==> src/rtl/memref_pkg.sv <==
// memref_pkg: shared latency, reader FSM states and FIFO entry layout
package memref_pkg;
  localparam int MEMREF_RD_LATENCY = 1;
  localparam int MEMREF_DATA_W = 32;
  typedef enum logic [1:0] {IDLE, ISSUE, DRAIN} reader_state_t;
  typedef struct packed {
    logic last;
    logic [MEMREF_DATA_W-1:0] data;
  } fifo_entry_t;
endpackage

==> src/rtl/memref_reader_fifo.sv <==
// memref_reader_fifo: synchronous FIFO with registered output and occupancy count
module memref_reader_fifo #(
  parameter int W = 33,
  parameter int DEPTH = 4,
  parameter int OW = $clog2(DEPTH + 1)
) (
  input  logic          clk,
  input  logic          rst,
  input  logic          push,
  input  logic [W-1:0]  din,
  input  logic          pop,
  output logic          valid,
  output logic [W-1:0]  dout,
  output logic [OW-1:0] occ
);
  localparam int PW = $clog2(DEPTH);
  logic [W-1:0] mem [DEPTH];
  logic [PW-1:0] wp, rp;
  assign valid = occ != '0;
  assign dout = valid ? mem[rp] : '0;
  always_ff @(posedge clk) begin
    if (rst) begin
      wp <= '0;
      rp <= '0;
      occ <= '0;
    end else begin
      if (push) begin
        mem[wp] <= din;
        wp <= wp == PW'(DEPTH - 1) ? '0 : wp + PW'(1);
      end
      if (pop) rp <= rp == PW'(DEPTH - 1) ? '0 : rp + PW'(1);
      occ <= occ + OW'(push) - OW'(pop);
    end
  end
endmodule

==> src/rtl/memref_stream_reader.sv <==
// memref_stream_reader: memref read initiator to valid/ready stream; MEMREF_READER_STRIDE_EN adds a stride port
module memref_stream_reader import memref_pkg::*; #(
  parameter int WIDTH = 32,
  parameter int SIZE = 64,
  parameter int ADDR_W = $clog2(SIZE),
  parameter int FIFO_DEPTH = 4
) (
  input  logic              clk,
  input  logic              rst,
  input  logic              t,
  input  logic [ADDR_W-1:0] base,
  input  logic [ADDR_W:0]   count,
`ifdef MEMREF_READER_STRIDE_EN
  input  logic [ADDR_W-1:0] stride,
`endif
  output logic              busy,
  output logic              done,
  output logic              mem_addr_en,
  output logic [ADDR_W-1:0] mem_addr_data,
  input  logic [WIDTH-1:0]  mem_rd_data,
  output logic              out_valid,
  input  logic              out_ready,
  output logic [WIDTH-1:0]  out_data,
  output logic              out_last
);
  localparam int OW = $clog2(FIFO_DEPTH + 1);
  localparam logic [ADDR_W:0] SZ = (ADDR_W + 1)'(SIZE);
  reader_state_t state;
  logic [ADDR_W-1:0] addr, stride_q, addr_next;
  logic [ADDR_W:0] cnt, idx, addr_sum;
  logic inflight, inflight_last, issue, is_last, pop;
  logic [OW-1:0] occ;
  logic [WIDTH:0] head;
`ifdef MEMREF_READER_STRIDE_EN
  always_ff @(posedge clk) stride_q <= rst ? '0 : (state == IDLE && t) ? stride : stride_q;
`else
  assign stride_q = ADDR_W'(1);
`endif
  // credit: FIFO slots must cover both stored words and the read still in flight
  assign issue = state == ISSUE && (int'(occ) + int'(inflight)) < FIFO_DEPTH;
  assign is_last = idx == cnt - (ADDR_W + 1)'(1);
  assign addr_sum = {1'b0, addr} + {1'b0, stride_q};
  assign addr_next = ADDR_W'(addr_sum >= SZ ? addr_sum - SZ : addr_sum);
  assign mem_addr_en = issue;
  assign mem_addr_data = issue ? addr : '0;
  assign pop = out_valid && out_ready;
  assign out_data = head[WIDTH-1:0];
  assign out_last = head[WIDTH];
  memref_reader_fifo #(.W(WIDTH + 1), .DEPTH(FIFO_DEPTH), .OW(OW)) u_fifo (
    .clk(clk), .rst(rst), .push(inflight), .din({inflight_last, mem_rd_data}),
    .pop(pop), .valid(out_valid), .dout(head), .occ(occ)
  );
  always_ff @(posedge clk) begin
    if (rst) begin
      state <= IDLE;
      busy <= 1'b0;
      done <= 1'b0;
      inflight <= 1'b0;
      inflight_last <= 1'b0;
      addr <= '0;
      cnt <= '0;
      idx <= '0;
    end else begin
      inflight <= issue;
      inflight_last <= issue && is_last;
      done <= 1'b0;
      case (state)
        IDLE: begin
          busy <= t;
          if (t) begin
            addr <= base;
            cnt <= count;
            idx <= '0;
            done <= count == '0;
            state <= count == '0 ? IDLE : ISSUE;
          end
        end
        ISSUE: if (issue) begin
          addr <= addr_next;
          idx <= idx + (ADDR_W + 1)'(1);
          if (is_last) state <= DRAIN;
        end
        default: if (pop && out_last) begin
          state <= IDLE;
          done <= 1'b1;
        end
      endcase
    end
  end
endmodule

==> config.mk <==
export PLATFORM = sky130hd
export DESIGN_NAME = memref_stream_reader
export DESIGN_NICKNAME = d
export VERILOG_FILES = /design/src/rtl/memref_pkg.sv /design/src/rtl/memref_reader_fifo.sv /design/src/rtl/memref_stream_reader.sv
export SDC_FILE = /design/constraint.sdc
export NUM_CORES = 1
export LEC_CHECK = 0
export CAP_MARGIN = 20
export CORE_MARGIN = 2
export CORE_UTILIZATION = 25
export CTS_CLUSTER_DIAMETER = 120
export DETAILED_ROUTE_END_ITERATION = 10
export PLACE_DENSITY = 0.41
export SLEW_MARGIN = 0
export SYNTH_ARGS = -nofsm -noshare
export SYNTH_HDL_FRONTEND = slang
export SYNTH_HIERARCHICAL = 1
export SYNTH_SLANG_ARGS = --single-unit
==> constraint.sdc <==
create_clock -name clk -period 7.6 [get_ports clk]
set_clock_uncertainty 0.15 [all_clocks]
set_input_delay 1.52 -clock clk [delete_from_list [all_inputs] [get_ports clk]]
set_output_delay 1.52 -clock clk [all_outputs]
set_load 0.05 [all_outputs]
==> results of run 1 <==
[final timing paths]
path | startpoint | endpoint | slack (ns)
worst max-delay path | state[1] | mem_addr_data[2] | 2.72
worst min-delay path | cnt[6] | cnt[6] | 0.34
worst max register to register | state[1] | addr[0] | 4.78
worst min register to register | cnt[6] | cnt[6] | 0.34
[cell usage after synthesis (all sizes together) (8+ instances only)]
cell / number / area (um2)
and2: 44 / 275
inv: 9 / 33.8
o21ai: 8 / 40.0
ha: 10 / 125
nand2: 28 / 105
dfxtp: 35 / 701
a21oi: 18 / 90.1
nor2: 16 / 60.1
mux4: 33 / 754
clkbuf: 9 / 33.8
edfxtp: 132 / 3960
buf: 11 / 113
[sequential cells by signal, summed over array words and instances, names as in the netlist, 2 cells and up, named ones only]
name	flops
addr	6
cnt	7
idx	7
state	2
u_fifo/mem	132
u_fifo/occ	3
u_fifo/rp	2
u_fifo/wp	2
[worst min-delay path, delay by kind of cell (launching register included)]
kind	cells	cell delay [ns]
compound gates	1	0.06
flops	1	0.33
simple gates	1	0.06
[report_power, final]
| group | switching (W) | internal [W] | total (W) |
|---|---|---|---|
| clock network | 0.000397 | 0.000439 | 0.000836 |
| registers | 0.0000356 | 0.00101 | 0.00105 |
| logic | 0.000566 | 0.000346 | 0.000912 |
| total | 0.000998 | 0.00180 | 0.00280 |
[area by class of cell]
class,count,share of cell area [%]
antenna,1,0.0287
inverter,9,0.388
clock buffer,17,4.88
clock inverter,15,1.75
timing repair buffer,95,10.8
multi-input combinational,233,23.7
sequential,167,53.6
tap,341,4.90
[metal layers]
| layer | up-vias | wire length, um | global-route usage (%) |
|---|---|---|---|
| met4 | 0 | 102 | 2.90 |
| met5 | - | 0 | 0 |
| met2 | 99 | 7510 | 19.0 |
| li1 | 1827 | - | - |
| met3 | 8 | 679 | 2.95 |
| met1 | 1967 | 6770 | 13.3 |
[per-stage QoR]
stage          power (W)  cells  hold WS (ns)  util [%]
2_1_floorplan    0.00170    429         0.288         -
3_3_place_gp     0.00199    845         0.305      30.1
3_5_place_dp     0.00200    845         0.321      30.1
4_1_cts          0.00285    877         0.336      32.2
5_1_grt          0.00293    877         0.379      32.2
6_report         0.00280    878         0.340      32.2
[logic make-up after synthesis]
| family | after synthesis | synth area share, % |
|---|---|---|
| flip-flops | 167 | 67.6 |
| AND/OR/NAND/NOR | 127 | 10.1 |
| AO/OA/AOI/OAI | 45 | 4.26 |
| multiplexers | 36 | 11.4 |
| buffers and inverters | 29 | 2.61 |
| XOR/XNOR | 14 | 1.98 |
| adder cells (fa/ha/maj) | 11 | 2.10 |
==> results.cfg, run 1 <==
[clocking]
clk_path_buf_depth = 2
cts-buffers-inserted = 17
clk_pin_slew_worst_paths_ns = 0.07
root_buffer = clkbuf_16
htree_levels = 4
hold_buffers = 0
post_cts_buffers = 0
clock_sinks = 167
cts_tree = done
clk_latency_ns = 0.42
post_cts_resized = 0

[synthesis]
ys_types = 50
ys_seq_area_share_pct = 67.6
synth-seq-cells = 167
synth_edf_count = 132
syn_area_per_cell_um2 = 16.1
synth_ff_type = edfxtp_1
syn_nets = 489
synth.cell_area_um2 = 6900
synthCells = 429
yosysWarnings = 6
synthArstFlopShare_pct = 0

[sta]
hold_viol = 0
clock.fmax_mhz = 205
worst_slack_ns = 2.72
fin_tns_setup_ns = 0
worst_slew_pin_slew_ns = 1.05
relSlewSlack_pct = 30.3
setup_viol = 0
fin_crit_ns = 4.88
finalMaxSlewViolations = 0
timing.final.crit_share_pct = 64.2
grt_setup_unrepaired = no

[final_layout]
syn2layout_area_growth_pct = 26.2
drive_gt1_share_pct = 14.4
final_nets = 583
postLayoutCellArea_um2 = 8710
final_cell_mix = edfxtp_1, clkdlybuf4s50_1, and2_1
seq_area_um2 = 4670
num-fill-cells = 2671
layout_commonest_cell = edfxtp_1
multi_input_area_um2 = 2060

[detailed_routing]
drc_errors = 0
drt-initial-drc-count = 232
vias = 3901
drt_wl_total_um = 15100
dr.pass1.iters = 4
viasPerCell = 4.44
wl_per_cell_um = 17.2
ant_nets = 0

[grt]
gr-usage-all-layers_pct = 10.9
grt_first_pass_wirelength_um = 23300
gr-total-overflow = 0
grt_max_degree = 36
antenna_found_initial = 1
grt_pass1_vias = 4099

[critical_path]
cpPeakStageDelay_ns = 0.89
worstPathCellList = nand2b_1 > nor3_1 > and2_1 > clkdlybuf4s50_1
crit_family = simple AND/OR/NAND/NOR gates
cp-end-kind = output pin
critical_path_class = reg2out
path_depth = 4
required_ns = 5.93
slowest_stage = nor3_1
start_kind = flip-flop
cp.arrival_ns = 3.21
cp.buffers_inverters = 1
cp_max_fo = 17
rr_worst_depth = 5

[floorplanning]
die_area_um2 = 29000
die_x_um = 170
boundaryPins = 92
start_util_pct = 25.5
core_area_um2 = 27000
dieHeight_um = 170
rows = 60

[placed_design]
pre_cts_slack_ns = 3.17
dpl_cell_area_um2 = 8130
portBuffers = 91
place_congestion = 0.743
place_hpwl_um = 9010

[flow_run]
max_cap_violations = 0

[hold_path]
hold_depth = 2
hold_path.class = reg2reg

[power_and_ir_drop]
power_density_nw_per_um2 = 321
p_leak_nw = 2.82
peakVddDrop_uv = 139

[run_status]
status = finished clean
Note: power is estimated with default switching activity, not from simulation.
==> inputs of run 2 (changes only) <==
clock period = 4.99 ns   (was 7.6 ns; I/O delays follow)
==> run 2 against run 1 <==
Net effect: critical path type unchanged; first-iteration DRC count fell by 19%; cell area grew 0.14%; register-to-register slack worse by 2.6 ns; clock power rose by 51%; non-clock buffer count grew 2; highest routed layer unchanged.
==> results.cfg, run 2 (synthesis gave the netlist of run 1 again) <==
[run_status]
status = finished clean

[sta]
setup_viol = 0
clock.fmax_mhz = 249
fin_crit_ns = 4.01
relSlewSlack_pct = 28.2
fin_tns_setup_ns = 0
hold_slack_ns = 0.333
grt_setup_unrepaired = no
timing.final.crit_share_pct = 80.4
finalMaxSlewViolations = 0
hold_viol = 0
worst_slew_pin_slew_ns = 1.08

[placed_design]
place_hpwl_um = 9250
place_congestion = 0.725
portBuffers = 91
dpl_cell_area_um2 = 8150

[detailed_routing]
wl_per_cell_um = 16.7
drc_errors = 0
viasPerCell = 4.37
drt-initial-drc-count = 189
vias = 3844
drt_wl_total_um = 14700
dr.pass1.iters = 4
ant_nets = 0

[final_layout]
seq_area_um2 = 4670
largest_registers = u_fifo/mem x132, cnt x7, idx x7
num-fill-cells = 2641
drive_gt1_share_pct = 14.5
final_util_pct = 32.3
postLayoutCellArea_um2 = 8730
syn2layout_area_growth_pct = 26.4
final_cell_mix = edfxtp_1, clkdlybuf4s50_1, and2_1
layout_commonest_cell = edfxtp_1
multi_input_area_um2 = 2060
final_nets = 585
largest_reg_flops = 132
largest_register = u_fifo/mem

[critical_path]
worstPathCellList = buf_4 > mux4_2 > and2_1 > clkdlybuf4s50_1
cpPeakStageDelay_ns = 0.69
start_kind = flip-flop
cp-end-kind = output pin
slowest_stage = clkdlybuf4s50_1
cp_max_fo = 13
critical_path_class = reg2out
required_ns = 3.84
cp.arrival_ns = 2.86

[power_and_ir_drop]
power_density_nw_per_um2 = 485
peakVddDrop_uv = 159
totalPowerFinal_w = 0.00424
p_leak_nw = 2.83

[floorplanning]
start_util_pct = 25.5
core_area_um2 = 27000
die_area_um2 = 29000
dieHeight_um = 170
die_x_um = 170
rows = 60
boundaryPins = 92

[hold_path]
hold_path.class = reg2reg

[grt]
grt_max_degree = 34
grt_first_pass_wirelength_um = 22700
grt_pass1_vias = 4071
gr-total-overflow = 0
gr-usage-all-layers_pct = 10.6
antenna_found_initial = 1

[clocking]
clk_path_buf_depth = 2
cts_tree = done
clock_sinks = 167
hold_buffers = 0
htree_levels = 4
cts-buffers-inserted = 17
clk_pin_slew_worst_paths_ns = 0.07
post_cts_resized = 0
clk_latency_ns = 0.42
post_cts_buffers = 0
root_buffer = clkbuf_16

[flow_run]
max_cap_violations = 0
run 2: cell count changes in the layout (fill, tap and decap cells not counted):
cell and change:
clkinv_2 -1, clkinvlp_4 -1, inv_6 +2, buf_4 +2
clkinv_1 +1, inv_8 -1
run 2: cell type report:
class	instances	area share, %
Tap cell	341	4.89
Timing Repair Buffer	97	11.0
Multi-Input combinational cell	233	23.7
Inverter	9	0.387
Antenna cell	1	0.0287
Clock buffer	17	4.88
Clock inverter	15	1.72
Sequential cell	167	53.5
run 2: through the flow:
| step | instances | setup slack, ns |
|---|---|---|
| after floorplan | 429 | 2.11 |
| after global placement | 847 | 1.35 |
| after detailed placement | 847 | 1.32 |
| after CTS | 879 | 0.862 |
| after global routing | 879 | 0.748 |
| final | 880 | 0.978 |
run 2: routing by layer:
metal | routed length (um) | global-route usage, % | share of wire (%) | vias to the layer above
met3 | 661 | 2.77 | 4.5 | 7
met1 | 6740 | 13.4 | 46 | 1925
met2 | 7160 | 17.7 | 49 | 86
li1 | - | - | - | 1826
met4 | 133 | 3.12 | 0.91 | 0
met5 | 0 | 0 | 0 | -
run 2: path summary, 6_finish.rpt:
path	cells after the start	startpoint	endpoint	slack, ns
hold reg to reg	0	inflight_last	u_fifo/mem[1][32]	0.33
setup reg to reg	9	u_fifo/occ[1]	u_fifo/occ[2]	2.14
setup / recovery	4	flip-flop	out_data[13]	0.98
hold / removal	0	inflight_last	u_fifo/mem[1][32]	0.33
run 2: critical path: cells and delay by family (launching register included):
kind	cells	cell delay, ns
multiplexers	1	0.57
flip-flops	1	0.63
buffers and inverters	2	1.07
AND/OR/NAND/NOR	1	0.18
run 2: power by group:
group          switching [W]  leakage (nW)  internal [W]
clock               0.000595         0.282      0.000668
sequential         0.0000699          1.47       0.00154
combinational       0.000827          1.07      0.000533
